### src/rtl/sum_accumulator_pkg.sv
// Shared types and helpers for the block sum accumulator.
// Latency: n/a (declarations only).
// Backpressure: n/a.
package sum_accumulator_pkg;

    // Block FSM states: waiting for a first sample, summing, holding a result.
    typedef enum logic [1:0] {
        IDLE  = 2'd0,
        ACCUM = 2'd1,
        DONE  = 2'd2
    } state_e;

    // Accumulator width that holds 2^cnt_w samples of (n+1) bits without wrapping.
    function automatic int acc_width(input int n, input int cnt_w);
        return n + 1 + cnt_w;
    endfunction

endpackage

### src/rtl/sum_accumulator.sv
// Sums a programmable-length block of {carry, sum} adder samples and tracks the block peak.
// Latency: out_valid rises on the edge after the last sample transfer.
// Backpressure: in_ready low while a result waits; one bubble cycle separates blocks.
module sum_accumulator
    import sum_accumulator_pkg::*;
#(
    parameter int N          = 8,
    parameter int CNT_W      = 8,
    localparam int ACC_W     = acc_width(N, CNT_W)
) (
    input  logic             clk,
    input  logic             rst,
    input  logic             clear,
    input  logic             in_valid,
    output logic             in_ready,
    input  logic             carry_in,
    input  logic [N-1:0]     sum_in,
    input  logic [CNT_W-1:0] count,
    output logic             out_valid,
    input  logic             out_ready,
    output logic [ACC_W-1:0] acc_out,
    output logic [N:0]       peak_out,
    output logic             busy
);

    localparam logic [CNT_W:0] CNT_ONE  = (CNT_W+1)'(1);
    // count==0 encodes a full block of 2^CNT_W samples.
    localparam logic [CNT_W:0] CNT_FULL = {1'b1, {CNT_W{1'b0}}};

    state_e           state_q, state_d;
    logic [ACC_W-1:0] acc_q,   acc_d;
    logic [N:0]       peak_q,  peak_d;
    logic [CNT_W:0]   cnt_q,   cnt_d;
    logic [CNT_W:0]   tgt_q,   tgt_d;

    logic [N:0]       sample;
    logic [ACC_W-1:0] sample_ext;
    logic [CNT_W:0]   tgt_new;
    logic [CNT_W:0]   cnt_inc;
    logic             xfer;

    assign sample     = {carry_in, sum_in};
    assign sample_ext = ACC_W'(sample);
    assign tgt_new    = (count == '0) ? CNT_FULL : {1'b0, count};
    assign cnt_inc    = cnt_q + CNT_ONE;
    assign xfer       = in_valid && in_ready;

    // State register; reset abandons any block in progress.
    always_ff @(posedge clk or negedge rst) begin
        if (!rst) begin
            state_q <= IDLE;
        end else begin
            state_q <= state_d;
        end
    end

    // Next-state logic; clear wins over any transfer or handshake.
    always_comb begin
        state_d = state_q;
        if (clear) begin
            state_d = IDLE;
        end else begin
            case (state_q)
                IDLE: begin
                    if (xfer) begin
                        state_d = (tgt_new == CNT_ONE) ? DONE : ACCUM;
                    end
                end
                ACCUM: begin
                    if (xfer && (cnt_inc == tgt_q)) begin
                        state_d = DONE;
                    end
                end
                DONE: begin
                    if (out_ready) begin
                        state_d = IDLE;
                    end
                end
                default: state_d = IDLE;
            endcase
        end
    end

    // Handshake and status outputs decoded purely from the state register.
    always_comb begin
        in_ready  = 1'b1;
        out_valid = 1'b0;
        busy      = 1'b1;
        case (state_q)
            IDLE:    busy = 1'b0;
            ACCUM:   ;
            DONE: begin
                in_ready  = 1'b0;
                out_valid = 1'b1;
            end
            default: busy = 1'b0;
        endcase
    end

    // Datapath next-state: first sample seeds the block, later ones accumulate.
    always_comb begin
        acc_d  = acc_q;
        peak_d = peak_q;
        cnt_d  = cnt_q;
        tgt_d  = tgt_q;
        if (clear) begin
            acc_d  = '0;
            peak_d = '0;
            cnt_d  = '0;
            tgt_d  = '0;
        end else if (xfer) begin
            if (state_q == IDLE) begin
                acc_d  = sample_ext;
                peak_d = sample;
                cnt_d  = CNT_ONE;
                tgt_d  = tgt_new;
            end else begin
                acc_d  = acc_q + sample_ext;
                peak_d = (sample > peak_q) ? sample : peak_q;
                cnt_d  = cnt_inc;
            end
        end
    end

    // Datapath registers; results hold after handoff until the next block starts.
    always_ff @(posedge clk or negedge rst) begin
        if (!rst) begin
            acc_q  <= '0;
            peak_q <= '0;
            cnt_q  <= '0;
            tgt_q  <= '0;
        end else begin
            acc_q  <= acc_d;
            peak_q <= peak_d;
            cnt_q  <= cnt_d;
            tgt_q  <= tgt_d;
        end
    end

    assign acc_out  = acc_q;
    assign peak_out = peak_q;

endmodule
### config.mk
export PLATFORM = sky130hd
export DESIGN_NAME = sum_accumulator
export DESIGN_NICKNAME = d
export VERILOG_FILES = /design/src/rtl/sum_accumulator_pkg.sv /design/src/rtl/sum_accumulator.sv
export SDC_FILE = /design/constraint.sdc
export NUM_CORES = 1
export LEC_CHECK = 0
export CORE_ASPECT_RATIO = 1.2
export CORE_MARGIN = 10
export CORE_UTILIZATION = 26
export CTS_BUF_LIST = sky130_fd_sc_hd__clkbuf_16
export DETAILED_ROUTE_END_ITERATION = 12
export HOLD_SLACK_MARGIN = 0.15
export PLACE_DENSITY = 0.43
export SYNTH_ARGS = -nofsm -noshare
export SYNTH_HDL_FRONTEND = slang
export SYNTH_SLANG_ARGS = --single-unit
### constraint.sdc
create_clock -name clk -period 2.7 [get_ports clk]
set_input_delay 0.405 -clock clk [delete_from_list [all_inputs] [get_ports clk]]
set_output_delay 0.405 -clock clk [all_outputs]
set_load 0.02 [all_outputs]
* Yosys cells after proc, flatten, opt, wreduce, memory -nomap -nowiden
Index checks and enable logic that the tools add are counted.
** Storage, ports and cells
- Memories kept :: 0
- Logic and storage cells :: 49
- Input bits :: 22
- Latch bits :: 0
- RAM bits :: 0
- Bits in registers :: 46
- ROM bits :: 0
** Operators by class
- $add $sub $neg :: 2
- Bitwise operators :: 0
- Divide/modulo/power cells :: 0
- Multiply operators :: 0
- Shifts and indexed selects :: 0
- Muxes and demuxes :: 23
- $lt $le $gt $ge :: 1
- Reductions and logical operators :: 11
- Equality and inequality tests :: 7
** Operator list (number)
- 9-bit 2-to-1 mux :: 11
- 17-bit 2-to-1 mux :: 3
- 17-bit by 9-bit adder with 17-bit output :: 1
- 2-bit 2-to-1 mux :: 5
- 9-bit by 1-bit adder with 9-bit output (second input constant) :: 1
- 9-bit by 1-bit == test with 1-bit output (second input constant) :: 1
- 9-bit == test :: 1
- 9-bit greater-than comparator :: 1
- 3-bit inequality test (second input constant) :: 3
- 8-bit zero test :: 1
- 2-bit one-hot mux with 3 select lines :: 1
- 2-bit AND reduction :: 2
- 2-bit nonzero test :: 2
- 1-bit 2-to-1 mux :: 3
- 3-bit AND reduction :: 1
- 3-bit nonzero test :: 1
- 2-bit by 1-bit == test with 1-bit output (second input constant) :: 1
- 2-bit == test (second input constant) :: 1
- 1-bit logical AND :: 2
- 2-bit zero test :: 1
- 2-bit OR reduction :: 1

* Logic depth before layout (Yosys ltp)
- Depth after elaboration :: 7
- Mapped depth :: 9

* Worst setup path after synthesis
No wires, ideal clock.
- Kind :: flip-flop to flip-flop
- From :: register acc_q[0], in the netlist acc_out[0]
- To :: register acc_q[12], in the netlist acc_out[12]
- Path slack :: 0.427 ns
- Period minus slack after synthesis :: 2.273 ns
- Arrival :: 2.152 ns
- Cell stages (with the launch flop) :: 8
- Library setup time :: 0.120 ns
- Data required time :: 2.580 ns
- Path through :: dfrtp_1 -> ha_1 -> fa_1 -> a21o_1 -> a21o_1 -> a211oi_1 -> o41ai_2 -> a41o_1
** Between the ends
- Longest elaborated chain between the ends :: 4
** Ends and longest elaborated chain
- from (decl) :: line sum_accumulator.sv:31 : logic [ACC_W-1:0] acc_q, acc_d;
- from (signal assigned) :: line sum_accumulator.sv:128 : acc_q <= '0;
- from (signal assigned) :: line sum_accumulator.sv:133 : acc_q <= acc_d;
- 17-bit by 9-bit adder with 17-bit output :: line sum_accumulator.sv:118 : acc_d = acc_q + sample_ext;
- 17-bit 2-to-1 mux :: line sum_accumulator.sv:112 : if (state_q == IDLE) begin
- 17-bit 2-to-1 mux :: line sum_accumulator.sv:111 : end else if (xfer) begin
- 17-bit 2-to-1 mux :: line sum_accumulator.sv:106 : if (clear) begin
Every way passes these cells. The select of a mux whose other input is x is not followed.
A chain may end at the register's enable or synchronous reset.

* Worst setup path in the final report
- From :: input sum_in[0]
- To :: register acc_q[16], in the netlist acc_out[16]
** Between the ends
- Longest elaborated chain between the ends :: 4
** Ends and longest elaborated chain
- from (decl) :: line sum_accumulator.sv:17 : input logic [N-1:0] sum_in,
- 17-bit by 9-bit adder with 17-bit output :: line sum_accumulator.sv:118
- 17-bit 2-to-1 mux :: line sum_accumulator.sv:112
- 17-bit 2-to-1 mux :: line sum_accumulator.sv:111
- 17-bit 2-to-1 mux :: line sum_accumulator.sv:106
Every way passes these cells. The select of a mux whose other input is x is not followed.

==> results.ini <==
[clock_tree]
cts-root-buf = clkbuf_16
cts_tree = yes
cts_sinks = 46
insertion_delay_ps = 290
htreeDepth = 2
cts_max_path_buffers = 2
numCtsBuffers = 5
clk_pin_slew_worst_paths_ps = 60

[timing]
timing.fmax_ghz = 0.404
fin_setup_tns_ps = 0
setup_viol = 0
whs_ps = 517
period_share_pct = 91.6
finalMaxSlewViolations = 0
relSlewSlack_pct = 64.9
fin_crit_ps = 2470
setup_slack_ps = 227
clock_skew_ps = 5.73
hold_viol_final = 0
worst_pin_slew_ps = 525
rsz0062_at_grt = no

[power]
p_leak_nw = 1.78
ir_drop_mv = 0.282
p_per_area_mw_per_mm2 = 777
p_total_w = 0.00313

[synthesis]
ys_seq_area_share_pct = 38.6
syn_inst = 329
ys_ff_latch = 46
synth.distinct_cells = 50
ys_async_sr_fraction_pct = 100
syn_nets = 374
yosysWarnings = 0
synth.avg_cell_area_um2 = 9.06
ys.flop_type = dfrtp_1
synth_edf_count = 0
synth_area_mm2 = 0.00298

[finish]
nets = 448
mostFrequentLayoutCells = 49 x clkdlybuf4s50_1, 46 x dfrtp_1, 43 x nand2_1
mostFrequentLayoutCell = clkdlybuf4s50_1
syn_to_final_growth_pct = 35.1
layout.cells.non_filler = 558
n_fill_cell = 1208
drive_gt1_share_pct = 11.1
antenna_cells = 0

[drt]
postRouteAntennaNets = 0
vias = 2643
vias_per_cell = 4.74
drt-total-wl_mm = 8.54
wl_per_cell_um = 15.3
dr.pass1.iters = 4
route.detailed.drc = 0
initialDrtViolationCount = 100

[global_routing]
antenna_found_initial = 0
track_usage_pct = 10.8
grt_pass1_vias = 2706
overflow = 0
grt_pass1_wl_mm = 14.1
grt_max_degree = 33

[place]
gp_congestion = 0.754
hpwl_mm = 6.75
io_buffers = 50
dpl.cell_count = 549
post-place-ws_ps = -252

[worst_setup_path]
setup.worst_path.end_class = flip-flop
critPathKind = in2reg
worstPathRequired_ps = 2880
crit_fanout = 7
cp-start-kind = input pin
arrival_ps = 2650

[die]
rows = 42
fp.dieH_um = 137
die_w_um = 118
initial_core_util_pct = 26.7
fp.dieArea_mm2 = 0.0162
ioPinCount = 51
core_area_mm2 = 0.0111

[run]
cap_violations = 0

[hold_path]
hold_class = reg2reg

[status]
outcome = finished, final reports clean

[path summary, 6_finish.rpt]
check	slack [ps]	startpoint	cells past startpoint	end
min in group asynchronous	570	rst	2	acc_out[0]
setup reg to reg	370	acc_out[0]	9	acc_out[16]
setup / recovery	230	sum_in[0]	10	acc_out[16]
max in group asynchronous	1360	rst	3	acc_out[16]
hold / removal	520	cnt_q[8]	1	cnt_q[8]
hold reg to reg	520	cnt_q[8]	1	cnt_q[8]
[registers in the layout, summed over array words and instances (netlist names)]
register,flops
acc_out,17
cnt_q,9
peak_out,9
state_q,2
tgt_q,9
[cells in the mapped netlist, types with 2 or more instances]
cell	instances	area (µm²)
a22o_1	12	105
xnor2_1	15	131
o221ai_1	2	17.5
nor2_1	29	109
nand2b_1	9	56.3
clkbuf_1	9	33.8
o31ai_1	4	30.0
mux2i_1	3	30.0
buf_1	2	7.51
a41o_1	3	30.0
and2_1	2	12.5
a31oi_1	4	25.0
o21a_1	6	45.0
and3_1	4	25.0
a211oi_1	3	22.5
xor2_1	6	52.6
o211ai_1	6	45.0
inv_1	15	56.3
nand2_1	43	161
nand3_1	4	20.0
a21o_1	4	30.0
a21oi_1	24	120
dfrtp_1	46	1150
ha_1	22	275
o22ai_1	3	18.8
nor3_1	9	45.0
nor2b_1	2	12.5
o21ai_0	16	80.1
[through the flow]
stage	cell area, µm²	utilization, %
6_report	4020	36.1
5_1_grt	4020	36.1
3_3_place_gp	3840	34.4
4_1_cts	4010	36.0
3_5_place_dp	3840	34.4
2_1_floorplan	2980	-
[cell families after synthesis]
group,count (synthesis),share of synthesized area [%]
AOI/OAI and AO/OA,98,23.2
xor gates and xnor gates,21,6.17
adders and majority gates,23,9.91
buffers and inverters,27,3.65
DFF,46,38.6
muxes,3,1.01
and+or+nand+nor,111,17.4
[area by class of cell]
class | instances | area [µm²] | share of cell area, %
inverter | 15 | 56.3 | 1.40
tap | 154 | 193 | 4.79
clock buffer | 5 | 125 | 3.11
timing repair buffer | 79 | 728 | 18.1
clock inverter | 3 | 40.0 | 0.995
multi-input combinational | 256 | 1730 | 43.0
sequential | 46 | 1150 | 28.6
[routing by layer]
layer | routed length (µm) | track usage [%]
met1 | 3900 | 13.4
met2 | 4130 | 18.0
met3 | 413 | 2.91
met4 | 97 | 3.09
met5 | 0 | 0
[worst max-delay path: stages]
cell and delay [ps]:
clkdlybuf4s50_1 480, ha_1 190, fa_1 210, a21o_1 120, a21o_1 180, a211oi_1 90
buf_4 150, o41ai_4 440, a31oi_1 160, a41o_1 220
[power breakdown]
| part | total [W] | internal (W) | switching [W] |
|---|---|---|---|
| Combinational | 0.00151 | 0.000693 | 0.000813 |
| Sequential | 0.000911 | 0.000802 | 0.000109 |
| Clock | 0.000708 | 0.000434 | 0.000275 |
| Total | 0.00313 | 0.00193 | 0.00120 |
[timing repair]
action	CTS	global route
endpoints found under the setup margin	0	3
gates resized for setup	0	1
hold buffers	1	0
hold endpoints to repair	14	0
buffers inserted	0	0
Power figures use the tool's default switching activity.
==> patch, RTL diff (same settings) <==
Make the reset (`rst`) synchronous in 2 clocked blocks.
--- a/src/rtl/sum_accumulator.sv
+++ b/src/rtl/sum_accumulator.sv
@@ -46,7 +46,7 @@
     assign xfer       = in_valid && in_ready;
 
     // State register; reset abandons any block in progress.
-    always_ff @(posedge clk or negedge rst) begin
+    always_ff @(posedge clk) begin
         if (!rst) begin
             state_q <= IDLE;
         end else begin
@@ -123,7 +123,7 @@
     end
 
     // Datapath registers; results hold after handoff until the next block starts.
-    always_ff @(posedge clk or negedge rst) begin
+    always_ff @(posedge clk) begin
         if (!rst) begin
             acc_q  <= '0;
             peak_q <= '0;
Behaviour: differs if rst is asserted again (counterexample within 4 cycles, from zero or initial values and one cycle with rst low); with rst held inactive, the same outputs for 10 cycles.
==> patch against the unedited design <==
  * Register-to-register slack gained 0.09 ns
  * Largest cell class unchanged
  * Non-clock buffer count shrank 5
  * Global-route usage grew 0.77 points
  * Worst setup slack gained 0.0046 ns
  * Design area grew 0.25%
  * Sequential cell count is the same
  * Utilization shrank 1.2 points
  * Cell count grew 8.6%
  * Area after synthesis grew 2.9%
  * Wire length grew 12%
Power is not compared: it rests on default switching activity, and its combinational part moved more than twofold at a synthesized area within 25%.
==> patch: results (changes against the unedited design) <==
Outcome
  • Status: completed (unchanged)

Clocking
  • Clk slew on worst S/H paths: 0.08 ns (was 0.06 ns)

Route
  • Initial drt markers: 101 (was 100)
  • Routed vias: 3,022 (was 2,643)
  • Wire per inst: 15.8 um (was 15.3 um)

Logic synthesis
  • Largest cells by area after synthesis: dfxtp_1 (30%), ha_1 (9.0%), nand2_1 (5.5%), a21oi_1 (4.6%), o21ai_0 (3.8%) (was dfrtp_1 (39%), ha_1 (9.2%), nand2_1 (5.4%), xnor2_1 (4.4%), a21oi_1 (4.0%))
  • Sequential-to-total area share from yosys stat: 30.1% (was 38.6%)
  • Synth top cells by count: dfxtp_1 (46), nand2_1 (45), a21oi_1 (28), nor2_1 (28), o21ai_0 (23) (was dfrtp_1 (46), nand2_1 (43), nor2_1 (29))
  • Async S/R FF share, synth: 0% (was 100%)
  • Syn Nets: 432 (was 374)
  • Post-synth top area cell: dfxtp_1 (was dfrtp_1)

GRT
  • GRT Overall Usage: 11.5% (was 10.8%)
  • First-pass GRT wire length: 15.7 mm (was 14.1 mm)

Floorplanning
  • DIE WIDTH: 119 um (was 118 um)

Place
  • Pre-CTS WS: -0.111 ns (was -0.252 ns)
  • RePlAce Congestion: 0.797 (was 0.754)
  • Detail Placement HPWL: 7.26 mm (was 6.75 mm)

STA
  • Worst clock skew: 0.0109 ns (was 0.00573 ns)
  • Max-slew headroom: 64.1% (was 64.9%)

Worst hold path
  • WHS Path Cells: 2 (was 1)
  • Min-delay src: tgt_q[5] (was cnt_q[8])

Finish
  • Ratio of cells with drive above 1 in the final layout: 9.58% (was 11.1%)
  • Antenna Cells: 0 (unchanged)

Setup path
  • Worst-path maximum fanout: 5 (was 7)
  • FF-to-FF Start: acc_out[0] (unchanged)
  • RR Endpoint: acc_out[16] (unchanged)
## patch: how the worst max path moves through the flow
stage	start	endpoint	slack [ns]	cells past startpoint
after floorplan	sum_in[0]	acc_out[12]	0.54	7
after global placement	sum_in[1]	peak_out[2]	-0.08	8
after detailed placement	sum_in[1]	peak_out[5]	-0.11	8
after CTS	sum_in[1]	peak_out[5]	0.20	8
after global routing	sum_in[1]	peak_out[5]	0.04	8
final	sum_in[0]	acc_out[16]	0.23	10
## patch: routing by layer
metal / GRT usage [%] / part of all wire (%)
met1: 13.3 / 44
met2: 20.5 / 52
met3: 2.69 / 3.5
met4: 3.54 / 1.2
met5: 0 / 0
## patch: final cells by class
class | count | area [um2] | area share, %
tap | 157 | 196 | 4.87
multi-input combinational | 306 | 2000 | 49.5
sequential | 46 | 921 | 22.8
clock inverter | 3 | 45.0 | 1.12
inverter | 15 | 56.3 | 1.40
timing repair buffer | 74 | 693 | 17.2
clock buffer | 5 | 125 | 3.10
## patch: logic make-up after synthesis
kind of cell / after synthesis / synth area share [%]
simple gates: 148 / 24.0
compound gates: 108 / 23.4
flops: 46 / 30.1
buf+inv: 35 / 4.94
fa+ha+maj: 23 / 9.64
xor+xnor: 20 / 5.72
mux: 7 / 2.29
## patch: critical path: stages
cell and delay (ns):
clkdlybuf4s50_1 0.43, ha_1 0.24, fa_1 0.41, a21o_1 0.18, a21o_1 0.21, a21boi_0 0.18
buf_4 0.15, o22ai_1 0.15, nand3_1 0.15, mux2i_1 0.18
## patch: through the flow
step                      cells  cell area, um2
after floorplan             387            3060
after global placement      598            3860
after detailed placement    598            3860
after CTS                   606            4030
after global routing        606            4030
final                       606            4030
## patch: power groups by stage
stage	sequential (mW)	clock, mW	combinational [mW]
floorplan	0.763	0	0.300
global placement	0.747	0	0.549
detailed placement	0.747	0	0.549
CTS	0.731	0.759	0.551
global route	0.735	0.785	0.605
finish	0.731	0.741	0.544
